File: src/rtl/nibbler_ram_arbiter_pkg.sv
// Shared types and sizes for the Nibbler data-RAM arbiter.
package nibbler_pkg;

  localparam int ADDR_W = 12;
  localparam int DATA_W = 4;
  localparam int LEN_W  = 4;

  typedef enum logic [1:0] {
    ST_IDLE = 2'd0,
    ST_RUN  = 2'd1,
    ST_DONE = 2'd2
  } arb_state_e;

endpackage

File: src/rtl/nibbler_ram_arbiter_if.sv
// CPU, debug-port and RAM-macro signals seen by the arbiter; slave is the arbiter's view.
interface nibbler_ram_arbiter_if #(
  parameter int ADDR_W = nibbler_pkg::ADDR_W,
  parameter int DATA_W = nibbler_pkg::DATA_W,
  parameter int LEN_W  = nibbler_pkg::LEN_W
);

  logic              cpu_req;
  logic              cpu_we;
  logic [ADDR_W-1:0] cpu_addr;
  logic [DATA_W-1:0] cpu_wdata;
  logic              cpu_gnt;
  logic              cpu_stall;
  logic [DATA_W-1:0] cpu_rdata;

  logic              dbg_req;
  logic              dbg_we;
  logic [ADDR_W-1:0] dbg_addr;
  logic [LEN_W-1:0]  dbg_len;
  logic [DATA_W-1:0] dbg_wdata;
  logic              dbg_wready;
  logic              dbg_rvalid;
  logic [DATA_W-1:0] dbg_rdata;
  logic              dbg_busy;
  logic              dbg_done;

  logic [ADDR_W-1:0] ram_addr;
  logic              ram_we;
  logic [DATA_W-1:0] ram_wdata;
  logic [DATA_W-1:0] ram_rdata;

  modport slave (
    input  cpu_req, cpu_we, cpu_addr, cpu_wdata,
    output cpu_gnt, cpu_stall, cpu_rdata,
    input  dbg_req, dbg_we, dbg_addr, dbg_len, dbg_wdata,
    output dbg_wready, dbg_rvalid, dbg_rdata, dbg_busy, dbg_done,
    output ram_addr, ram_we, ram_wdata,
    input  ram_rdata
  );

  modport master (
    output cpu_req, cpu_we, cpu_addr, cpu_wdata,
    input  cpu_gnt, cpu_stall, cpu_rdata,
    output dbg_req, dbg_we, dbg_addr, dbg_len, dbg_wdata,
    input  dbg_wready, dbg_rvalid, dbg_rdata, dbg_busy, dbg_done,
    input  ram_addr, ram_we, ram_wdata,
    output ram_rdata
  );

endinterface

File: src/rtl/nibbler_ram_arbiter_burst_ctr.sv
// Debug burst address (wraps at the top of RAM) and remaining-beat down-counter.
module nibbler_burst_ctr #(
  parameter int ADDR_W = nibbler_pkg::ADDR_W,
  parameter int LEN_W  = nibbler_pkg::LEN_W
) (
  input  logic              clock,
  input  logic              reset,
  input  logic              i_load,
  input  logic [ADDR_W-1:0] i_addr,
  input  logic [LEN_W-1:0]  i_len,
  input  logic              i_step,
  output logic [ADDR_W-1:0] o_addr,
  output logic              o_last
);

  logic [ADDR_W-1:0] r_addr;
  logic [LEN_W:0]    r_remaining;

  // A zero length encodes the full 2**LEN_W beats, hence the extra counter bit.
  always_ff @(posedge clock or negedge reset) begin
    if (!reset) begin
      r_addr      <= '0;
      r_remaining <= '0;
    end else if (i_load) begin
      r_addr      <= i_addr;
      r_remaining <= (i_len == '0) ? {1'b1, LEN_W'(0)} : {1'b0, i_len};
    end else if (i_step) begin
      r_addr      <= r_addr + ADDR_W'(1);
      r_remaining <= r_remaining - (LEN_W + 1)'(1);
    end
  end

  assign o_addr = r_addr;
  assign o_last = (r_remaining == (LEN_W + 1)'(1));

endmodule

File: src/rtl/nibbler_ram_arbiter.sv
// Shares the Nibbler data RAM between the CPU (fixed priority) and a debug burst port.
//   state | meaning
//   IDLE  | no burst; dbg_req starts one (no beat in the start cycle)
//   RUN   | burst active; beats when CPU idle or CPU starved debug too long
//   DONE  | one-cycle dbg_done pulse, then IDLE
module nibbler_ram_arbiter #(
  parameter int STARVE_LIMIT = 4,
  parameter int ADDR_W       = nibbler_pkg::ADDR_W,
  parameter int DATA_W       = nibbler_pkg::DATA_W
) (
  input  logic                  clock,
  input  logic                  reset,
  nibbler_ram_arbiter_if.slave  bus
);
  import nibbler_pkg::*;

  localparam int STARVE_W = ($clog2(STARVE_LIMIT + 1) < 1) ? 1 : $clog2(STARVE_LIMIT + 1);

  arb_state_e          r_state;
  arb_state_e          w_state_nxt;
  logic                r_dir;
  logic [STARVE_W-1:0] r_starve_cnt;
  logic                r_rvalid;
  logic [DATA_W-1:0]   r_rdata;

  logic [ADDR_W-1:0]   w_cur_addr;
  logic                w_last;
  logic                w_run;
  logic                w_force;
  logic                w_beat;
  logic                w_load;
  logic                w_gnt;

  assign w_run   = (r_state == ST_RUN);
  assign w_force = w_run && (r_starve_cnt == STARVE_W'(STARVE_LIMIT));
  assign w_beat  = reset && w_run && (!bus.cpu_req || w_force);
  assign w_load  = (r_state == ST_IDLE) && bus.dbg_req;
  assign w_gnt   = reset && bus.cpu_req && !w_force;

  nibbler_burst_ctr #(
    .ADDR_W (ADDR_W),
    .LEN_W  (LEN_W)
  ) u_burst_ctr (
    .clock  (clock),
    .reset  (reset),
    .i_load (w_load),
    .i_addr (bus.dbg_addr),
    .i_len  (bus.dbg_len),
    .i_step (w_beat),
    .o_addr (w_cur_addr),
    .o_last (w_last)
  );

  always_ff @(posedge clock or negedge reset) begin
    if (!reset) begin
      r_state <= ST_IDLE;
    end else begin
      r_state <= w_state_nxt;
    end
  end

  always_comb begin
    w_state_nxt    = r_state;
    bus.cpu_gnt    = 1'b0;
    bus.cpu_stall  = 1'b0;
    bus.cpu_rdata  = '0;
    bus.dbg_wready = 1'b0;
    bus.ram_addr   = '0;
    bus.ram_we     = 1'b0;
    bus.ram_wdata  = '0;

    case (r_state)
      ST_IDLE: if (bus.dbg_req) w_state_nxt = ST_RUN;
      ST_RUN:  if (w_beat && w_last) w_state_nxt = ST_DONE;
      ST_DONE: w_state_nxt = ST_IDLE;
      default: w_state_nxt = ST_IDLE;
    endcase

    // While reset is low every bus output is held at zero.
    if (reset) begin
      bus.cpu_gnt   = w_gnt;
      bus.cpu_stall = bus.cpu_req && w_force;
      bus.cpu_rdata = bus.ram_rdata;
      if (w_beat) begin
        bus.ram_addr   = w_cur_addr;
        bus.ram_we     = r_dir;
        bus.ram_wdata  = bus.dbg_wdata;
        bus.dbg_wready = r_dir;
      end else begin
        bus.ram_addr  = bus.cpu_addr;
        bus.ram_we    = w_gnt && bus.cpu_we;
        bus.ram_wdata = bus.cpu_wdata;
      end
    end
  end

  // Starve count only grows on blocked beats, so it stops at STARVE_LIMIT.
  always_ff @(posedge clock or negedge reset) begin
    if (!reset) begin
      r_dir        <= 1'b0;
      r_starve_cnt <= '0;
      r_rvalid     <= 1'b0;
      r_rdata      <= '0;
    end else begin
      r_rvalid <= w_beat && !r_dir;
      if (w_beat && !r_dir) r_rdata <= bus.ram_rdata;
      if (w_load) begin
        r_dir        <= bus.dbg_we;
        r_starve_cnt <= '0;
      end else if (w_beat) begin
        r_starve_cnt <= '0;
      end else if (w_run && bus.cpu_req) begin
        r_starve_cnt <= r_starve_cnt + STARVE_W'(1);
      end
    end
  end

  assign bus.dbg_rvalid = r_rvalid;
  assign bus.dbg_rdata  = r_rdata;
  assign bus.dbg_busy   = w_run;
  assign bus.dbg_done   = (r_state == ST_DONE);

endmodule

File: src/flat_wrapper.sv
// flat-port wrapper written by rule: the top's interface ports become plain ports
module nibbler_ram_arbiter_flat import nibbler_pkg::*;
#(
  parameter int STARVE_LIMIT = 4,
  parameter int ADDR_W       = nibbler_pkg::ADDR_W,
  parameter int DATA_W       = nibbler_pkg::DATA_W
)
  (clock, reset, bus_cpu_req, bus_cpu_we, bus_cpu_addr, bus_cpu_wdata, bus_cpu_gnt, bus_cpu_stall, bus_cpu_rdata, bus_dbg_req, bus_dbg_we, bus_dbg_addr, bus_dbg_len, bus_dbg_wdata, bus_dbg_wready, bus_dbg_rvalid, bus_dbg_rdata, bus_dbg_busy, bus_dbg_done, bus_ram_addr, bus_ram_we, bus_ram_wdata, bus_ram_rdata);
  nibbler_ram_arbiter_if #(.ADDR_W(ADDR_W), .DATA_W(DATA_W)) bus_i ();
  input  logic clock;
  input  logic reset;
  input wire logic [$bits(bus_i.cpu_req)-1:0] bus_cpu_req;
  input wire logic [$bits(bus_i.cpu_we)-1:0] bus_cpu_we;
  input wire logic [$bits(bus_i.cpu_addr)-1:0] bus_cpu_addr;
  input wire logic [$bits(bus_i.cpu_wdata)-1:0] bus_cpu_wdata;
  output wire logic [$bits(bus_i.cpu_gnt)-1:0] bus_cpu_gnt;
  output wire logic [$bits(bus_i.cpu_stall)-1:0] bus_cpu_stall;
  output wire logic [$bits(bus_i.cpu_rdata)-1:0] bus_cpu_rdata;
  input wire logic [$bits(bus_i.dbg_req)-1:0] bus_dbg_req;
  input wire logic [$bits(bus_i.dbg_we)-1:0] bus_dbg_we;
  input wire logic [$bits(bus_i.dbg_addr)-1:0] bus_dbg_addr;
  input wire logic [$bits(bus_i.dbg_len)-1:0] bus_dbg_len;
  input wire logic [$bits(bus_i.dbg_wdata)-1:0] bus_dbg_wdata;
  output wire logic [$bits(bus_i.dbg_wready)-1:0] bus_dbg_wready;
  output wire logic [$bits(bus_i.dbg_rvalid)-1:0] bus_dbg_rvalid;
  output wire logic [$bits(bus_i.dbg_rdata)-1:0] bus_dbg_rdata;
  output wire logic [$bits(bus_i.dbg_busy)-1:0] bus_dbg_busy;
  output wire logic [$bits(bus_i.dbg_done)-1:0] bus_dbg_done;
  output wire logic [$bits(bus_i.ram_addr)-1:0] bus_ram_addr;
  output wire logic [$bits(bus_i.ram_we)-1:0] bus_ram_we;
  output wire logic [$bits(bus_i.ram_wdata)-1:0] bus_ram_wdata;
  input wire logic [$bits(bus_i.ram_rdata)-1:0] bus_ram_rdata;
  assign bus_i.cpu_req = bus_cpu_req;
  assign bus_i.cpu_we = bus_cpu_we;
  assign bus_i.cpu_addr = bus_cpu_addr;
  assign bus_i.cpu_wdata = bus_cpu_wdata;
  assign bus_cpu_gnt = bus_i.cpu_gnt;
  assign bus_cpu_stall = bus_i.cpu_stall;
  assign bus_cpu_rdata = bus_i.cpu_rdata;
  assign bus_i.dbg_req = bus_dbg_req;
  assign bus_i.dbg_we = bus_dbg_we;
  assign bus_i.dbg_addr = bus_dbg_addr;
  assign bus_i.dbg_len = bus_dbg_len;
  assign bus_i.dbg_wdata = bus_dbg_wdata;
  assign bus_dbg_wready = bus_i.dbg_wready;
  assign bus_dbg_rvalid = bus_i.dbg_rvalid;
  assign bus_dbg_rdata = bus_i.dbg_rdata;
  assign bus_dbg_busy = bus_i.dbg_busy;
  assign bus_dbg_done = bus_i.dbg_done;
  assign bus_ram_addr = bus_i.ram_addr;
  assign bus_ram_we = bus_i.ram_we;
  assign bus_ram_wdata = bus_i.ram_wdata;
  assign bus_i.ram_rdata = bus_ram_rdata;
  nibbler_ram_arbiter #(.STARVE_LIMIT(STARVE_LIMIT), .ADDR_W(ADDR_W), .DATA_W(DATA_W)) u_core (.clock(clock), .reset(reset), .bus(bus_i));
endmodule
File: config.mk
export PLATFORM = sky130hd
export DESIGN_NAME = nibbler_ram_arbiter_flat
export DESIGN_NICKNAME = d
export VERILOG_FILES = /design/src/rtl/nibbler_ram_arbiter_pkg.sv /design/src/rtl/nibbler_ram_arbiter_if.sv /design/src/rtl/nibbler_ram_arbiter_burst_ctr.sv /design/src/rtl/nibbler_ram_arbiter.sv /design/src/flat_wrapper.sv
export SDC_FILE = /design/constraint.sdc
export NUM_CORES = 1
export LEC_CHECK = 0
export BUFFER_PORTS_ARGS = -buffer_cell sky130_fd_sc_hd__buf_2
export CAP_MARGIN = 20
export CORE_UTILIZATION = 49
export DETAILED_ROUTE_END_ITERATION = 8
export GPL_TIMING_DRIVEN = 0
export PLACE_DENSITY = 0.87
export SYNTH_ARGS = -nofsm -noshare
export SYNTH_HDL_FRONTEND = slang
export SYNTH_SLANG_ARGS = --single-unit
File: constraint.sdc
create_clock -name clock -period 1.9 [get_ports clock]
set_clock_uncertainty 0.05 [all_clocks]
set_input_delay 0.095 -clock clock [delete_from_list [all_inputs] [get_ports clock]]
set_output_delay 0.095 -clock clock [all_outputs]
set_load 0.05 [all_outputs]
==> impl_results.html, run 1 <==
<table>
<tr><th>Metric</th><th>Value</th></tr>
<tr><th colspan="2">Outcome</th></tr>
<tr><td>Status</td><td>finished with violations</td></tr>
<tr><td>Failing checks</td><td>setup timing</td></tr>
<tr><th colspan="2">Clock tree</th></tr>
<tr><td>TritonCTS clock tree</td><td>built</td></tr>
<tr><td>Source-to-sink clock delay at the later pin of the worst-skew pair</td><td>0.27 ns</td></tr>
<tr><td>Reg clk slew, reported paths</td><td>0.09 ns</td></tr>
<tr><td>Clock H-tree levels</td><td>1</td></tr>
<tr><td>Sink Count</td><td>28</td></tr>
<tr><td>Number of buffers on the longest clock path</td><td>2</td></tr>
<tr><td>Root buffer cell</td><td>sky130_fd_sc_hd__clkbuf_8</td></tr>
<tr><td>Number of clock buffers inserted by TritonCTS</td><td>3</td></tr>
<tr><th colspan="2">Hold path</th></tr>
<tr><td>Startpoint of the worst hold path</td><td>bus_dbg_len[2]</td></tr>
<tr><td>Worst min-delay path category</td><td>input pin to flip-flop</td></tr>
<tr><td>Endpoint of the worst hold path</td><td>u_core.u_burst_ctr.r_remaining[2]</td></tr>
<tr><td>Hold path cells</td><td>3</td></tr>
<tr><th colspan="2">Place</th></tr>
<tr><td>Dpl hpwl</td><td>3.64 mm</td></tr>
<tr><td>Number of I/O port buffers</td><td>76</td></tr>
<tr><td>Cell area after placement</td><td>2520 um^2</td></tr>
<tr><td>Routability-driven placement congestion ratio</td><td>0.850</td></tr>
<tr><td>Placement-stage worst setup slack</td><td>-0.196 ns</td></tr>
<tr><th colspan="2">Die</th></tr>
<tr><td>Die width</td><td>65.0 um</td></tr>
<tr><td>Die area</td><td>4230 um^2</td></tr>
<tr><td>Placeable core region</td><td>3740 um^2</td></tr>
<tr><td>Number of top-level design ports</td><td>77</td></tr>
<tr><td>Die Y</td><td>65.0 um</td></tr>
<tr><td>Starting utilization of the core area</td><td>0.520</td></tr>
<tr><td>Count of standard-cell rows</td><td>22</td></tr>
<tr><th colspan="2">Route</th></tr>
<tr><td>DRT Pass-1 Iters</td><td>4</td></tr>
<tr><td>Number of DRC violations after detailed-routing iteration 0</td><td>127</td></tr>
<tr><td>Wirelength per Cell</td><td>17.0 um</td></tr>
<tr><td>WL final</td><td>6.30 mm</td></tr>
<tr><td>Final routed DRC violation total</td><td>0</td></tr>
<tr><td>Routed vias/inst</td><td>5.63</td></tr>
<tr><td>Number of nets with antenna violations after routing</td><td>0</td></tr>
<tr><td>Vias after detailed routing</td><td>2088</td></tr>
<tr><th colspan="2">Synth</th></tr>
<tr><td>Unique cell type count in the Yosys netlist</td><td>49</td></tr>
<tr><td>Area share of the largest cell type after synthesis</td><td>0.360</td></tr>
<tr><td>Cell types with the largest area share after synthesis</td><td>sky130_fd_sc_hd__dfrtp_1 36%, sky130_fd_sc_hd__nand2_1 12%, sky130_fd_sc_hd__a21boi_0 6.6%</td></tr>
<tr><td>Number of enable-type register cells in the synthesized netlist</td><td>0</td></tr>
<tr><td>Synth area leader</td><td>sky130_fd_sc_hd__dfrtp_1</td></tr>
<tr><td>Fraction of the yosys area taken by sequential cells</td><td>0.360</td></tr>
<tr><td>Number of register bits inferred by synthesis</td><td>28</td></tr>
<tr><td>Synth Instances</td><td>220</td></tr>
<tr><td>Post-synthesis instance area</td><td>1950 um^2</td></tr>
<tr><td>Commonest cells in the netlist</td><td>60 x sky130_fd_sc_hd__nand2_1, 28 x sky130_fd_sc_hd__dfrtp_1, 17 x sky130_fd_sc_hd__a21boi_0</td></tr>
<tr><td>Number of warnings reported in the yosys synthesis log</td><td>0</td></tr>
<tr><td>Mean area per synthesized cell</td><td>8.85 um^2</td></tr>
<tr><td>Most frequent cell after synthesis</td><td>sky130_fd_sc_hd__nand2_1</td></tr>
<tr><td>Async set or reset register ratio after synthesis</td><td>1.00</td></tr>
<tr><td>Top FF cell, synth</td><td>sky130_fd_sc_hd__dfrtp_1</td></tr>
<tr><td>Syn nets</td><td>271</td></tr>
<tr><th colspan="2">Final layout</th></tr>
<tr><td>FF/Latch Area</td><td>703 um^2</td></tr>
<tr><td>Area taken by multi-input logic gates</td><td>1430 um^2</td></tr>
<tr><td>Fraction of layout instances using a drive strength above 1</td><td>0.483</td></tr>
<tr><td>Post-layout instance area</td><td>3050 um^2</td></tr>
<tr><td>Total Nets Final</td><td>375</td></tr>
<tr><td>Antenna diode count</td><td>0</td></tr>
<tr><td>Layout fillers</td><td>189</td></tr>
<tr><td>Relative area change from synthesis to final layout</td><td>56.6%</td></tr>
<tr><th colspan="2">STA</th></tr>
<tr><td>Shortest period the worst path allows</td><td>1.93 ns</td></tr>
<tr><td>Total of endpoints with negative setup slack in the final report</td><td>7</td></tr>
<tr><td>Fmax</td><td>517 MHz</td></tr>
<tr><td>Final TNS setup</td><td>-0.0830 ns</td></tr>
<tr><td>Period Utilization, post-route</td><td>1.02</td></tr>
<tr><td>Number of failing hold endpoints at the final stage</td><td>0</td></tr>
<tr><td>Final number of max-transition violations</td><td>0</td></tr>
<tr><td>Unrepaired setup endpoints after global routing</td><td>yes</td></tr>
<tr><td>Transition at the pin with the smallest max-transition slack</td><td>0.404 ns</td></tr>
<tr><td>Worst Hold Margin</td><td>0.00623 ns</td></tr>
<tr><td>Final Worst Setup Slack</td><td>-0.0349 ns</td></tr>
<tr><td>Slew margin rel.</td><td>0.731</td></tr>
<tr><th colspan="2">Power and ir drop</th></tr>
<tr><td>Part of the total power dissipated in the clock network</td><td>0.086</td></tr>
<tr><td>IR drop worst, VDD</td><td>796 uV</td></tr>
<tr><td>Cell-internal power</td><td>0.00207 W</td></tr>
<tr><td>Reported leakage power</td><td>1.41 nW</td></tr>
<tr><td>Switching component of the power</td><td>0.00214 W</td></tr>
<tr><td>Sequential share of power</td><td>0.290</td></tr>
<tr><td>Share of total power in combinational logic</td><td>0.625</td></tr>
<tr><td>Switching share of power</td><td>0.508</td></tr>
<tr><td>Power density over the cells</td><td>1380 nW/um^2</td></tr>
<tr><td>Post-layout total power</td><td>0.00421 W</td></tr>
<tr><th colspan="2">Flow run</th></tr>
<tr><td>Max-cap violations</td><td>0</td></tr>
<tr><th colspan="2">Setup path</th></tr>
<tr><td>Biggest cell delay along the critical path</td><td>0.41 ns</td></tr>
<tr><td>Cell depth of the worst flop-to-flop path</td><td>7</td></tr>
<tr><td>Slowest library cell on the worst path</td><td>sky130_fd_sc_hd__dfrtp_1</td></tr>
<tr><td>Kind of critical path</td><td>flip-flop to output pin</td></tr>
<tr><td>Cells along the critical path</td><td>inv_2, ha_4, a21boi_4, nor2_4, buf_6, nand2_4, a21boi_2, buf_6</td></tr>
<tr><td>CP Data Required Time</td><td>1.75 ns</td></tr>
<tr><td>Arrival time worst endpoint</td><td>1.79 ns</td></tr>
<tr><td>Worst r2r dst</td><td>u_core.u_burst_ctr.o_addr[9]</td></tr>
<tr><td>CP endpoint kind</td><td>output pin</td></tr>
<tr><td>Reg2Reg Setup Slack</td><td>0.09 ns</td></tr>
<tr><td>Top fanout value on the critical path</td><td>5</td></tr>
<tr><td>Start of the worst register-to-register path</td><td>u_core.r_starve_cnt[0]</td></tr>
<tr><td>Critical path startpoint category</td><td>flip-flop</td></tr>
<tr><td>Most used cell, CP</td><td>sky130_fd_sc_hd__buf_6</td></tr>
<tr><th colspan="2">GRT</th></tr>
<tr><td>GR Util All Layers</td><td>0.270</td></tr>
<tr><td>Global-route wire length before repair</td><td>8.69 mm</td></tr>
<tr><td>Largest net degree at the start of global routing</td><td>29</td></tr>
<tr><td>Remaining global-route overflow</td><td>0</td></tr>
<tr><td>Via count of the first global-routing pass</td><td>1865</td></tr>
<tr><td>Number of antenna violations at the first check in global routing</td><td>0</td></tr>
</table>
## worst max-delay path, delay by kind of cell, from the launching register on
family          cells  cell delay [ns]
fa+ha+maj           1             0.17
compound gates      2             0.24
flops               1             0.41
simple gates        2             0.24
buf+inv             3             0.44
## registers in the layout (all words and copies together), names as in the netlist
signal                          cells
u_core.u_burst_ctr.o_addr          12
u_core.r_starve_cnt                 3
u_core.bus.dbg_rvalid               1
u_core.u_burst_ctr.r_remaining      5
u_core.bus.dbg_rdata                4
u_core.r_state                      2
u_core.r_dir                        1
## power groups by stage
stage	combinational, W	sequential (W)	clock, W
after floorplan	0.00150	0.00127	0
after global placement	0.00203	0.00115	0
after detailed placement	0.00208	0.00117	0
after CTS	0.00232	0.00116	0.000364
after global routing	0.00280	0.00124	0.000395
final	0.00263	0.00122	0.000360
## kinds of logic after synthesis
family | Yosys count | synth area share
buffers and inverters | 14 | 0.0398
AOI/OAI and AO/OA | 41 | 0.152
DFF | 28 | 0.360
xor gates and xnor gates | 12 | 0.0540
and+or+nand+nor | 113 | 0.323
adders and majority gates | 5 | 0.0321
muxes | 7 | 0.0392
## how the worst max path moves through the flow
stage / to / from
after floorplan: bus_ram_addr[10] / u_core.r_state[0]
after global placement: bus_ram_addr[7] / u_core.r_starve_cnt[0]
after detailed placement: bus_ram_addr[6] / u_core.r_starve_cnt[0]
after CTS: bus_ram_addr[5] / u_core.r_starve_cnt[0]
after global routing: bus_ram_addr[9] / u_core.r_starve_cnt[0]
final: bus_ram_addr[0] / u_core.r_starve_cnt[0]
## repair_timing
item	in CTS	in global routing
pin swaps	3	12
gates cloned	1	1
setup endpoints to repair	17	19
endpoints found under the hold margin	39	0
hold buffers	14	0
buffers inserted	4	5
gates resized for setup	40	32
## per-stage QoR
step | util | cells
2_1_floorplan | - | 220
3_3_place_gp | 0.673 | 344
3_5_place_dp | 0.673 | 344
4_1_cts | 0.770 | 365
5_1_grt | 0.814 | 371
6_report | 0.814 | 371
## layout make-up
cell class              count  area share
multi-input cells         179       0.469
plain buffers               7      0.0152
inverters                   5     0.00739
clock buffers               4      0.0181
well taps                  48      0.0197
flip-flops and latches     28       0.231
repair buffers            100       0.240
## cell usage in the layout, fill, tap and decap left out, drive strengths merged, types with 3 or more instances in the layout
| master | n |
|---|---|
| and2 | 5 |
| mux2 | 5 |
| a21oi | 4 |
| nor4 | 7 |
| nand2 | 63 |
| nand3 | 5 |
| inv | 4 |
| ha | 5 |
| dfrtp | 28 |
| clkbuf | 8 |
| o21ai | 11 |
| dlygate4sd3 | 12 |
| nor3 | 3 |
| buf | 91 |
| a21boi | 18 |
| nand4 | 3 |
| xnor2 | 10 |
| nor2 | 12 |
| nor4b | 3 |
## routing by layer
metal	vias to the layer above	routed length [um]	track usage	share of wire
met1	990	2550	0.328	0.40
met5	-	0	0	0
met4	0	184	0.0489	0.029
met2	114	3060	0.501	0.49
li1	963	-	-	-
met3	21	506	0.0423	0.080
Note: power is estimated with default switching activity, not from simulation.
==> inputs of run 2 (changes only) <==
Settings changed: ABC_AREA set to 1, CORE_MARGIN set to 8.
==> run 2 against run 1 <==
Net effect: the flow still finishes with violations (setup timing); largest power group unchanged; flip-flop and latch count is the same; non-clock buffer count grew 3; worst setup slack gained 0.0076 ns; via count grew 14%; clock power grew 4%; utilization shrank 0.91 points; cell area shrank 1.8%; cell count grew 19%; first-iteration DRC count grew 44%; combinational power shrank 6%.
==> impl_results.html, run 2 <==
<table>
<tr><th>Metric</th><th>Value</th></tr>
<tr><th colspan="2">STA</th></tr>
<tr><td>Total of endpoints with negative setup slack in the final report</td><td>14 (was 7)</td></tr>
<tr><td>Unrepaired setup endpoints after global routing</td><td>yes (unchanged)</td></tr>
<tr><td>Final number of max-transition violations</td><td>0 (unchanged)</td></tr>
<tr><td>Number of failing hold endpoints at the final stage</td><td>0 (unchanged)</td></tr>
<tr><td>Worst Hold Margin</td><td>0.00385 ns (was 0.00623 ns)</td></tr>
<tr><td>Transition at the pin with the smallest max-transition slack</td><td>0.632 ns (was 0.404 ns)</td></tr>
<tr><td>Final TNS setup</td><td>-0.166 ns (was -0.0830 ns)</td></tr>
<tr><td>Period Utilization, post-route</td><td>1.01 (was 1.02)</td></tr>
<tr><td>Shortest period the worst path allows</td><td>1.93 ns (about the same)</td></tr>
<tr><td>Slew margin rel.</td><td>0.579 (was 0.731)</td></tr>
<tr><td>Fmax</td><td>519 MHz (was 517 MHz)</td></tr>
<tr><td>Final Worst Setup Slack</td><td>-0.0273 ns (was -0.0349 ns)</td></tr>
<tr><th colspan="2">Clock tree</th></tr>
<tr><td>Reg clk slew, reported paths</td><td>0.10 ns (was 0.09 ns)</td></tr>
<tr><td>Clock H-tree levels</td><td>1 (unchanged)</td></tr>
<tr><td>Sink Count</td><td>28 (unchanged)</td></tr>
<tr><td>TritonCTS clock tree</td><td>built (unchanged)</td></tr>
<tr><td>Number of buffers on the longest clock path</td><td>2 (unchanged)</td></tr>
<tr><td>Source-to-sink clock delay at the later pin of the worst-skew pair</td><td>0.27 ns (about the same)</td></tr>
<tr><td>Root buffer cell</td><td>sky130_fd_sc_hd__clkbuf_8 (unchanged)</td></tr>
<tr><td>Number of clock buffers inserted by TritonCTS</td><td>3 (unchanged)</td></tr>
<tr><th colspan="2">Synth</th></tr>
<tr><td>Post-synthesis instance area</td><td>1920 um^2 (was 1950 um^2)</td></tr>
<tr><td>Top FF cell, synth</td><td>sky130_fd_sc_hd__dfrtp_1 (unchanged)</td></tr>
<tr><td>Area share of the largest cell type after synthesis</td><td>0.365 (was 0.360)</td></tr>
<tr><td>Most frequent cell after synthesis</td><td>sky130_fd_sc_hd__nand2_1 (unchanged)</td></tr>
<tr><td>Number of register bits inferred by synthesis</td><td>28 (unchanged)</td></tr>
<tr><td>Synth area leader</td><td>sky130_fd_sc_hd__dfrtp_1 (unchanged)</td></tr>
<tr><td>Async set or reset register ratio after synthesis</td><td>1.00 (unchanged)</td></tr>
<tr><td>Unique cell type count in the Yosys netlist</td><td>25 (was 49)</td></tr>
<tr><td>Mean area per synthesized cell</td><td>6.64 um^2 (was 8.85 um^2)</td></tr>
<tr><td>Syn nets</td><td>340 (was 271)</td></tr>
<tr><td>Synth Instances</td><td>289 (was 220)</td></tr>
<tr><td>Commonest cells in the netlist</td><td>96 x sky130_fd_sc_hd__nand2_1, 47 x sky130_fd_sc_hd__nand3_1, 31 x sky130_fd_sc_hd__inv_1 (was 60 x sky130_fd_sc_hd__nand2_1, 28 x sky130_fd_sc_hd__dfrtp_1, 17 x sky130_fd_sc_hd__a21boi_0)</td></tr>
<tr><td>Cell types with the largest area share after synthesis</td><td>sky130_fd_sc_hd__dfrtp_1 37%, sky130_fd_sc_hd__nand2_1 19%, sky130_fd_sc_hd__nand3_1 12% (was sky130_fd_sc_hd__dfrtp_1 36%, sky130_fd_sc_hd__nand2_1 12%, sky130_fd_sc_hd__a21boi_0 6.6%)</td></tr>
<tr><td>Number of enable-type register cells in the synthesized netlist</td><td>0 (unchanged)</td></tr>
<tr><td>Fraction of the yosys area taken by sequential cells</td><td>0.365 (was 0.360)</td></tr>
<tr><td>Number of warnings reported in the yosys synthesis log</td><td>0 (unchanged)</td></tr>
<tr><th colspan="2">GRT</th></tr>
<tr><td>Global-route wire length before repair</td><td>10.7 mm (was 8.69 mm)</td></tr>
<tr><td>Met2 track utilization from global routing</td><td>0.382 (was 0.501)</td></tr>
<tr><td>Met3 layer usage reported by global route</td><td>0.0501 (was 0.0423)</td></tr>
<tr><td>Remaining global-route overflow</td><td>0 (unchanged)</td></tr>
<tr><td>Global routing's busiest layer</td><td>met2 (unchanged)</td></tr>
<tr><td>GR Util All Layers</td><td>0.209 (was 0.270)</td></tr>
<tr><td>Number of antenna violations at the first check in global routing</td><td>0 (unchanged)</td></tr>
<tr><td>Global-route track usage on met1</td><td>0.232 (was 0.328)</td></tr>
<tr><td>Via count of the first global-routing pass</td><td>2392 (was 1865)</td></tr>
<tr><td>Largest net degree at the start of global routing</td><td>29 (unchanged)</td></tr>
<tr><th colspan="2">Setup path</th></tr>
<tr><td>CP endpoint kind</td><td>output pin (unchanged)</td></tr>
<tr><td>Worst setup startpoint</td><td>u_core.r_starve_cnt[1] (was u_core.r_starve_cnt[0])</td></tr>
<tr><td>Kind of critical path</td><td>flip-flop to output pin (unchanged)</td></tr>
<tr><td>CP Data Required Time</td><td>1.75 ns (about the same)</td></tr>
<tr><td>Start of the worst register-to-register path</td><td>u_core.r_state[1] (was u_core.r_starve_cnt[0])</td></tr>
<tr><td>Top fanout value on the critical path</td><td>7 (was 5)</td></tr>
<tr><td>Critical path startpoint category</td><td>flip-flop (unchanged)</td></tr>
<tr><td>Arrival time worst endpoint</td><td>1.78 ns (was 1.79 ns)</td></tr>
<tr><th colspan="2">Final layout</th></tr>
<tr><td>Final core occ</td><td>0.805 (was 0.814)</td></tr>
<tr><td>Top library cells by usage in the layout, fill and taps aside</td><td>84 x sky130_fd_sc_hd__nand2_1, 60 x sky130_fd_sc_hd__buf_2, 40 x sky130_fd_sc_hd__nand3_1 (was 62 x sky130_fd_sc_hd__buf_2, 47 x sky130_fd_sc_hd__nand2_1, 26 x sky130_fd_sc_hd__dfrtp_1)</td></tr>
<tr><td>Most frequent standard cell in the layout excluding fill and tap cells</td><td>sky130_fd_sc_hd__nand2_1 (was sky130_fd_sc_hd__buf_2)</td></tr>
<tr><td>Relative area change from synthesis to final layout</td><td>55.9% (was 56.6%)</td></tr>
<tr><td>Largest register FFs</td><td>12 (unchanged)</td></tr>
<tr><td>Antenna diode count</td><td>0 (unchanged)</td></tr>
<tr><td>Layout fillers</td><td>264 (was 189)</td></tr>
<tr><td>Total Nets Final</td><td>445 (was 375)</td></tr>
<tr><td>Fraction of layout instances using a drive strength above 1</td><td>0.379 (was 0.483)</td></tr>
<tr><td>Post-layout instance area</td><td>2990 um^2 (was 3050 um^2)</td></tr>
<tr><th colspan="2">Place</th></tr>
<tr><td>Cell area after placement</td><td>2370 um^2 (was 2520 um^2)</td></tr>
<tr><td>Dpl hpwl</td><td>4.22 mm (was 3.64 mm)</td></tr>
<tr><td>Number of I/O port buffers</td><td>76 (unchanged)</td></tr>
<tr><td>Routability-driven placement congestion ratio</td><td>0.863 (was 0.850)</td></tr>
<tr><th colspan="2">Die</th></tr>
<tr><td>Count of standard-cell rows</td><td>22 (unchanged)</td></tr>
<tr><td>Placeable core region</td><td>3720 um^2 (was 3740 um^2)</td></tr>
<tr><td>Die area</td><td>6180 um^2 (was 4230 um^2)</td></tr>
<tr><td>Die Y</td><td>78.6 um (was 65.0 um)</td></tr>
<tr><td>Die width</td><td>78.6 um (was 65.0 um)</td></tr>
<tr><td>Number of top-level design ports</td><td>77 (unchanged)</td></tr>
<tr><td>Starting utilization of the core area</td><td>0.516 (was 0.520)</td></tr>
<tr><th colspan="2">Route</th></tr>
<tr><td>Vias after detailed routing</td><td>2389 (was 2088)</td></tr>
<tr><td>Final routed DRC violation total</td><td>0 (unchanged)</td></tr>
<tr><td>Number of DRC violations after detailed-routing iteration 0</td><td>183 (was 127)</td></tr>
<tr><td>WL final</td><td>6.71 mm (was 6.30 mm)</td></tr>
<tr><td>Routed vias/inst</td><td>5.42 (was 5.63)</td></tr>
<tr><td>Wirelength per Cell</td><td>15.2 um (was 17.0 um)</td></tr>
<tr><td>Number of nets with antenna violations after routing</td><td>0 (unchanged)</td></tr>
<tr><td>DRT Pass-1 Iters</td><td>5 (was 4)</td></tr>
<tr><th colspan="2">Flow run</th></tr>
<tr><td>Max-cap violations</td><td>0 (unchanged)</td></tr>
<tr><th colspan="2">Hold path</th></tr>
<tr><td>Worst min-delay path category</td><td>input pin to flip-flop (unchanged)</td></tr>
<tr><td>Startpoint of the worst hold path</td><td>bus_dbg_addr[11] (was bus_dbg_len[2])</td></tr>
<tr><th colspan="2">Power and ir drop</th></tr>
<tr><td>Post-layout total power</td><td>0.00394 W (was 0.00421 W)</td></tr>
<tr><td>IR drop worst, VDD</td><td>693 uV (was 796 uV)</td></tr>
<tr><td>Reported leakage power</td><td>1.59 nW (was 1.41 nW)</td></tr>
<tr><td>Power density over the cells</td><td>1320 nW/um^2 (was 1380 nW/um^2)</td></tr>
<tr><th colspan="2">Outcome</th></tr>
<tr><td>Failing checks</td><td>setup timing (unchanged)</td></tr>
<tr><td>Status</td><td>finished with violations (unchanged)</td></tr>
</table>
run 2: cell count changes in the layout (fill, tap and decap cells not counted), moves of 10 or more:
| cell | change |
|---|---|
| sky130_fd_sc_hd__nand3_1 | +35 |
| sky130_fd_sc_hd__inv_1 | +28 |
| sky130_fd_sc_hd__nor2_1 | +10 |
| sky130_fd_sc_hd__nand2_1 | +37 |
| sky130_fd_sc_hd__a21boi_4 | -10 |
run 2: cell families (layout without fill, tap and decap cells):
family	count (synthesis)	count (layout)	share of synthesized area
AND/OR/NAND/NOR	174	174	0.389
buffers and inverters	45	149	0.101
AO/OA/AOI/OAI	31	31	0.0854
adder cells (fa/ha/maj)	5	5	0.0326
flip-flops	28	28	0.365
XOR/XNOR	6	6	0.0274
run 2: worst max-delay path, stage by stage, from the launching register on:
cell and delay (ns):
sky130_fd_sc_hd__dfrtp_1 0.39, sky130_fd_sc_hd__inv_1 0.07, sky130_fd_sc_hd__ha_2 0.17, sky130_fd_sc_hd__nand2_2 0.05, sky130_fd_sc_hd__inv_2 0.07, sky130_fd_sc_hd__nand2_4 0.07
sky130_fd_sc_hd__a21oi_4 0.24, sky130_fd_sc_hd__buf_6 0.17, sky130_fd_sc_hd__nand2_1 0.05, sky130_fd_sc_hd__nand2_1 0.08, sky130_fd_sc_hd__buf_6 0.16
run 2: final timing paths:
path / to / slack (ns) / cells past startpoint
hold reg to reg: u_core.u_burst_ctr.r_remaining[1] / 0.45 / 2
setup / recovery: bus_ram_wdata[1] / -0.03 / 10
max in group asynchronous: u_core.u_burst_ctr.o_addr[0] / 1.21 / 3
hold / removal: u_core.u_burst_ctr.o_addr[11] / 0.004 / 3
setup reg to reg: u_core.r_state[0] / 0.20 / 8
min in group asynchronous: u_core.u_burst_ctr.o_addr[6] / 0.42 / 3
run 2: repair_timing:
| action | 4_1_cts | 5_1_grt |
|---|---|---|
| gates cloned | 2 | 0 |
| endpoints found under the hold margin | 37 | 0 |
| setup buffers | 9 | 2 |
| pin swaps | 5 | 8 |
| endpoints found under the setup margin | 18 | 19 |
| gates resized for setup | 66 | 28 |
| hold buffers | 11 | 0 |
run 2: where the power goes:
group | internal, W | switching, W
sequential | 0.000854 | 0.000240
clock | 0.000186 | 0.000189
combinational | 0.000888 | 0.00159
run 2: through the flow:
step | worst slack (ns) | std cells
after floorplan | -0.206 | 289
after global placement | -0.00140 | 413
after detailed placement | -0.0135 | 413
after CTS | -0.0207 | 439
after global routing | -0.106 | 441
final | -0.0273 | 441
run 2: metal layers:
metal	wire length, um	part of all wire
met1	2610	0.39
met2	3320	0.49
met3	581	0.087
met4	198	0.030
met5	0	0
run 2: final cells by class:
type                    count  area, um^2  share of cell area
inverters                  35         131              0.0439
clock buffers               4        55.1              0.0184
flip-flops and latches     28         701               0.234
well taps                  48        60.1              0.0201
multi-input cells         216        1200               0.402
repair buffers            100         749               0.251
plain buffers              10        92.6              0.0309
==> inputs of run 3 (changes only) <==
Settings changed: SYNTH_HIERARCHICAL set to 1.
==> run 3 against run 2 <==
Net effect: global-route usage down 1.5 points; total power down 4.1%; non-clock buffer count down 8; via count down 6.4%; die area down 0.20%; first-iteration DRC count down 25%; sequential share of layout area up 0.58 points; critical endpoint is now bus_ram_addr[8]; the flow still finishes with violations (setup timing); combinational power down 8.9%; clock-buffer cell count unchanged; utilization down 2.0 points.
==> impl_results.html, run 3 <==
<table>
<tr><th>Metric</th><th>Value</th></tr>
<tr><th colspan="2">Outcome</th></tr>
<tr><td>Status</td><td>finished with violations (unchanged)</td></tr>
<tr><td>Failing checks</td><td>setup timing (unchanged)</td></tr>
<tr><th colspan="2">Route</th></tr>
<tr><td>Final routed DRC violation total</td><td>0 (unchanged)</td></tr>
<tr><td>Number of DRC violations after detailed-routing iteration 0</td><td>138 (was 183)</td></tr>
<tr><td>Number of nets with antenna violations after routing</td><td>0 (unchanged)</td></tr>
<tr><td>Routed vias/inst</td><td>5.35 (was 5.42)</td></tr>
<tr><td>DRT Pass-1 Iters</td><td>4 (was 5)</td></tr>
<tr><td>Vias after detailed routing</td><td>2235 (was 2389)</td></tr>
<tr><td>WL final</td><td>6.42 mm (was 6.71 mm)</td></tr>
<tr><td>Wirelength per Cell</td><td>15.4 um (was 15.2 um)</td></tr>
<tr><th colspan="2">Die</th></tr>
<tr><td>Die Y</td><td>78.5 um (was 78.6 um)</td></tr>
<tr><td>Die area</td><td>6160 um^2 (was 6180 um^2)</td></tr>
<tr><td>Die width</td><td>78.5 um (was 78.6 um)</td></tr>
<tr><td>Number of top-level design ports</td><td>77 (unchanged)</td></tr>
<tr><td>Placeable core region</td><td>3720 um^2 (unchanged)</td></tr>
<tr><td>Starting utilization of the core area</td><td>0.515 (was 0.516)</td></tr>
<tr><td>Count of standard-cell rows</td><td>22 (unchanged)</td></tr>
<tr><th colspan="2">GRT</th></tr>
<tr><td>GR Util All Layers</td><td>0.194 (was 0.209)</td></tr>
<tr><td>Via count of the first global-routing pass</td><td>2205 (was 2392)</td></tr>
<tr><td>Remaining global-route overflow</td><td>0 (unchanged)</td></tr>
<tr><td>Number of antenna violations at the first check in global routing</td><td>0 (unchanged)</td></tr>
<tr><td>Global-route wire length before repair</td><td>10.0 mm (was 10.7 mm)</td></tr>
<tr><td>Largest net degree at the start of global routing</td><td>29 (unchanged)</td></tr>
<tr><th colspan="2">Power and ir drop</th></tr>
<tr><td>Reported leakage power</td><td>1.55 nW (was 1.59 nW)</td></tr>
<tr><td>Post-layout total power</td><td>0.00378 W (was 0.00394 W)</td></tr>
<tr><td>IR drop worst, VDD</td><td>815 uV (was 693 uV)</td></tr>
<tr><td>Power density over the cells</td><td>1290 nW/um^2 (was 1320 nW/um^2)</td></tr>
<tr><th colspan="2">Clock tree</th></tr>
<tr><td>Sink Count</td><td>28 (unchanged)</td></tr>
<tr><td>Root buffer cell</td><td>sky130_fd_sc_hd__clkbuf_8 (unchanged)</td></tr>
<tr><td>TritonCTS clock tree</td><td>built (unchanged)</td></tr>
<tr><td>Clock H-tree levels</td><td>1 (unchanged)</td></tr>
<tr><td>Number of buffers on the longest clock path</td><td>2 (unchanged)</td></tr>
<tr><td>Reg clk slew, reported paths</td><td>0.10 ns (about the same)</td></tr>
<tr><td>Number of clock buffers inserted by TritonCTS</td><td>3 (unchanged)</td></tr>
<tr><td>Source-to-sink clock delay at the later pin of the worst-skew pair</td><td>0.28 ns (was 0.27 ns)</td></tr>
<tr><th colspan="2">Final layout</th></tr>
<tr><td>Final standard cell count with taps included and fillers excluded</td><td>418 (was 441)</td></tr>
<tr><td>Antenna diode count</td><td>0 (unchanged)</td></tr>
<tr><td>Fraction of layout instances using a drive strength above 1</td><td>0.378 (was 0.379)</td></tr>
<tr><td>Relative area change from synthesis to final layout</td><td>52.5% (was 55.9%)</td></tr>
<tr><td>Most frequent standard cell in the layout excluding fill and tap cells</td><td>sky130_fd_sc_hd__nand2_1 (unchanged)</td></tr>
<tr><td>Top library cells by usage in the layout, fill and taps aside</td><td>77 x sky130_fd_sc_hd__nand2_1, 60 x sky130_fd_sc_hd__buf_2, 29 x sky130_fd_sc_hd__nand3_1 (was 84 x sky130_fd_sc_hd__nand2_1, 60 x sky130_fd_sc_hd__buf_2, 40 x sky130_fd_sc_hd__nand3_1)</td></tr>
<tr><td>Largest register FFs</td><td>12 (unchanged)</td></tr>
<tr><td>Post-layout instance area</td><td>2920 um^2 (was 2990 um^2)</td></tr>
<tr><td>Total Nets Final</td><td>422 (was 445)</td></tr>
<tr><th colspan="2">Place</th></tr>
<tr><td>Number of I/O port buffers</td><td>76 (unchanged)</td></tr>
<tr><td>Placement-stage worst setup slack</td><td>-0.0819 ns (was -0.0135 ns)</td></tr>
<tr><td>Routability-driven placement congestion ratio</td><td>0.913 (was 0.863)</td></tr>
<tr><td>Placed Cells</td><td>396 (was 413)</td></tr>
<tr><td>Dpl hpwl</td><td>4.24 mm (was 4.22 mm)</td></tr>
<tr><td>Cell area after placement</td><td>2360 um^2 (was 2370 um^2)</td></tr>
<tr><th colspan="2">STA</th></tr>
<tr><td>Transition at the pin with the smallest max-transition slack</td><td>0.735 ns (was 0.632 ns)</td></tr>
<tr><td>Final Worst Setup Slack</td><td>-0.0232 ns (was -0.0273 ns)</td></tr>
<tr><td>Shortest period the worst path allows</td><td>1.92 ns (was 1.93 ns)</td></tr>
<tr><td>Unrepaired setup endpoints after global routing</td><td>yes (unchanged)</td></tr>
<tr><td>Fmax</td><td>520 MHz (was 519 MHz)</td></tr>
<tr><td>Period Utilization, post-route</td><td>1.01 (about the same)</td></tr>
<tr><td>Final TNS setup</td><td>-0.0896 ns (was -0.166 ns)</td></tr>
<tr><td>Final number of max-transition violations</td><td>0 (unchanged)</td></tr>
<tr><td>Total of endpoints with negative setup slack in the final report</td><td>7 (was 14)</td></tr>
<tr><td>Number of failing hold endpoints at the final stage</td><td>0 (unchanged)</td></tr>
<tr><td>Slew margin rel.</td><td>0.510 (was 0.579)</td></tr>
<tr><th colspan="2">Synth</th></tr>
<tr><td>Complex-gate fraction of the synthesized area</td><td>0.103 (was 0.0854)</td></tr>
<tr><td>Xor-xnor portion of the synthesized cell area</td><td>0.0183 (was 0.0274)</td></tr>
<tr><td>Post-synthesis instance area</td><td>1910 um^2 (was 1920 um^2)</td></tr>
<tr><td>Fraction of synthesized area in multiplexers</td><td>0 (unchanged)</td></tr>
<tr><td>Async set or reset register ratio after synthesis</td><td>1.00 (unchanged)</td></tr>
<tr><td>Number of register bits inferred by synthesis</td><td>28 (unchanged)</td></tr>
<tr><td>Number of warnings reported in the yosys synthesis log</td><td>6 (was 0)</td></tr>
<tr><td>Cell types with the largest area share after synthesis</td><td>sky130_fd_sc_hd__dfrtp_1 37%, sky130_fd_sc_hd__nand2_1 18%, sky130_fd_sc_hd__nand3_1 10% (was sky130_fd_sc_hd__dfrtp_1 37%, sky130_fd_sc_hd__nand2_1 19%, sky130_fd_sc_hd__nand3_1 12%)</td></tr>
<tr><td>Top FF cell, synth</td><td>sky130_fd_sc_hd__dfrtp_1 (unchanged)</td></tr>
<tr><td>Mean area per synthesized cell</td><td>7.04 um^2 (was 6.64 um^2)</td></tr>
<tr><td>Commonest cells in the netlist</td><td>93 x sky130_fd_sc_hd__nand2_1, 40 x sky130_fd_sc_hd__nand3_1, 29 x sky130_fd_sc_hd__inv_1 (was 96 x sky130_fd_sc_hd__nand2_1, 47 x sky130_fd_sc_hd__nand3_1, 31 x sky130_fd_sc_hd__inv_1)</td></tr>
<tr><td>Syn nets</td><td>323 (was 340)</td></tr>
<tr><td>Number of enable-type register cells in the synthesized netlist</td><td>0 (unchanged)</td></tr>
<tr><td>Area share of the largest cell type after synthesis</td><td>0.366 (was 0.365)</td></tr>
<tr><td>Most frequent cell after synthesis</td><td>sky130_fd_sc_hd__nand2_1 (unchanged)</td></tr>
<tr><td>Synth area leader</td><td>sky130_fd_sc_hd__dfrtp_1 (unchanged)</td></tr>
<tr><td>Dominant combinational cell family by area after synthesis</td><td>simple AND/OR/NAND/NOR gates (unchanged)</td></tr>
<tr><td>Synth Instances</td><td>272 (was 289)</td></tr>
<tr><td>Fraction of the yosys area taken by sequential cells</td><td>0.366 (was 0.365)</td></tr>
<tr><td>Post-Synth Simple-Gate Area</td><td>0.380 (was 0.389)</td></tr>
<tr><td>Adder and majority gate portion of the synthesized area</td><td>0.0327 (was 0.0326)</td></tr>
<tr><td>Unique cell type count in the Yosys netlist</td><td>29 (was 25)</td></tr>
<tr><th colspan="2">Setup path</th></tr>
<tr><td>CP Data Required Time</td><td>1.75 ns (about the same)</td></tr>
<tr><td>Cell depth of the worst flop-to-flop path</td><td>12 (was 8)</td></tr>
<tr><td>Arrival time worst endpoint</td><td>1.78 ns (about the same)</td></tr>
<tr><td>Kind of critical path</td><td>flip-flop to output pin (unchanged)</td></tr>
<tr><td>Top Family by Delay on Critical Path</td><td>buffers and inverters (unchanged)</td></tr>
<tr><td>Biggest cell delay along the critical path</td><td>0.42 ns (was 0.39 ns)</td></tr>
<tr><td>Top fanout value on the critical path</td><td>5 (was 7)</td></tr>
<tr><td>CP endpoint kind</td><td>output pin (unchanged)</td></tr>
<tr><td>Start of the worst register-to-register path</td><td>u_core/r_starve_cnt[0] (was u_core.r_state[1])</td></tr>
<tr><td>Cells along the critical path</td><td>inv_2, ha_4, nand2_4, nand2_4, nand3_4, buf_6, buf_8, nand3_2, nand2_2, buf_8 (was inv_1, ha_2, nand2_2, inv_2, nand2_4, a21oi_4, buf_6, nand2_1, nand2_1, buf_6)</td></tr>
<tr><td>Bufs and invs on worst path</td><td>4 (unchanged)</td></tr>
<tr><td>Slowest library cell on the worst path</td><td>sky130_fd_sc_hd__dfrtp_1 (unchanged)</td></tr>
<tr><td>Reg2Reg Setup Slack</td><td>0.12 ns (was 0.20 ns)</td></tr>
<tr><td>Worst r2r dst</td><td>u_core/u_burst_ctr/r_remaining[4] (was u_core.r_state[0])</td></tr>
<tr><td>Critical path startpoint category</td><td>flip-flop (unchanged)</td></tr>
<tr><th colspan="2">Hold path</th></tr>
<tr><td>Hold path cells</td><td>3 (unchanged)</td></tr>
<tr><td>Worst min-delay path category</td><td>input pin to flip-flop (unchanged)</td></tr>
<tr><td>Startpoint of the worst hold path</td><td>bus_dbg_addr[11] (unchanged)</td></tr>
<tr><td>Endpoint of the worst hold path</td><td>u_core/u_burst_ctr/o_addr[11] (was u_core.u_burst_ctr.o_addr[11])</td></tr>
<tr><th colspan="2">Flow run</th></tr>
<tr><td>Max-cap violations</td><td>0 (unchanged)</td></tr>
</table>
run 3: stage by stage:
step / utilization / hold slack [ns]
after floorplan: - / -0.251
after global placement: 0.634 / 0.145
after detailed placement: 0.634 / 0.151
after CTS: 0.754 / 0.00712
after global routing: 0.786 / 0.0162
final: 0.786 / 0.00312
run 3: logic make-up (layout without fill, tap and decap cells):
logic type	Yosys count	in the layout
AO/OA/AOI/OAI	31	31
XOR/XNOR	4	4
adder cells (fa/ha/maj)	5	5
buffers and inverters	42	140
flip-flops	28	28
AND/OR/NAND/NOR	162	162
run 3: worst max path at each step:
| stage | end | cells after the start | startpoint | slack [ns] |
|---|---|---|---|---|
| global placement | u_core/u_burst_ctr/r_remaining[1] | 11 | u_core/r_starve_cnt[0] | 0.001 |
| finish | bus_ram_addr[8] | 10 | u_core/r_starve_cnt[0] | -0.02 |
| detailed placement | u_core/u_burst_ctr/r_remaining[1] | 11 | u_core/r_starve_cnt[0] | -0.08 |
| global route | bus_ram_addr[8] | 10 | u_core/r_starve_cnt[0] | -0.09 |
| floorplan | bus_ram_we | 8 | u_core/r_starve_cnt[0] | 0.14 |
| CTS | bus_ram_we | 9 | u_core/r_starve_cnt[0] | -0.006 |
run 3: final cells by class:
class / instances / area (um^2)
Fill cell: 254 / 797
Multi-Input combinational cell: 202 / 1180
Sequential cell: 28 / 701
Tap cell: 48 / 60.1
Inverter: 34 / 135
Clock buffer: 4 / 55.1
Buffer: 8 / 72.6
Timing Repair Buffer: 94 / 713
run 3: worst reg2reg max path, stage by stage (launching register included):
cell	delay, ns
sky130_fd_sc_hd__dfrtp_1	0.40
sky130_fd_sc_hd__inv_2	0.07
sky130_fd_sc_hd__ha_4	0.17
sky130_fd_sc_hd__nand2_4	0.06
sky130_fd_sc_hd__nand2_4	0.06
sky130_fd_sc_hd__nand3_4	0.10
sky130_fd_sc_hd__clkinv_4	0.10
sky130_fd_sc_hd__buf_8	0.15
sky130_fd_sc_hd__nor2_4	0.19
sky130_fd_sc_hd__inv_1	0.11
sky130_fd_sc_hd__nand2_1	0.08
sky130_fd_sc_hd__inv_1	0.04
sky130_fd_sc_hd__a21oi_1	0.14
run 3: per-layer routing:
layer / GRT usage / vias to the layer above / wire length [um]
li1: - / 1082 / -
met5: 0 / - / 0
met2: 0.351 / 69 / 3390
met1: 0.229 / 1074 / 2640
met4: 0.0333 / 0 / 107
met3: 0.0444 / 10 / 288
run 3: power breakdown:
group,internal [W],switching (W)
logic,0.000839,0.00142
clock network,0.000186,0.000195
registers,0.000852,0.000292
run 3: timing repair:
action,4_1_cts,5_1_grt
pin swaps,13,11
endpoints found under the hold margin,37,0
hold buffers,11,0
gates resized for setup,60,32
buffers inserted,5,0
endpoints found under the setup margin,28,21
gates cloned,2,0
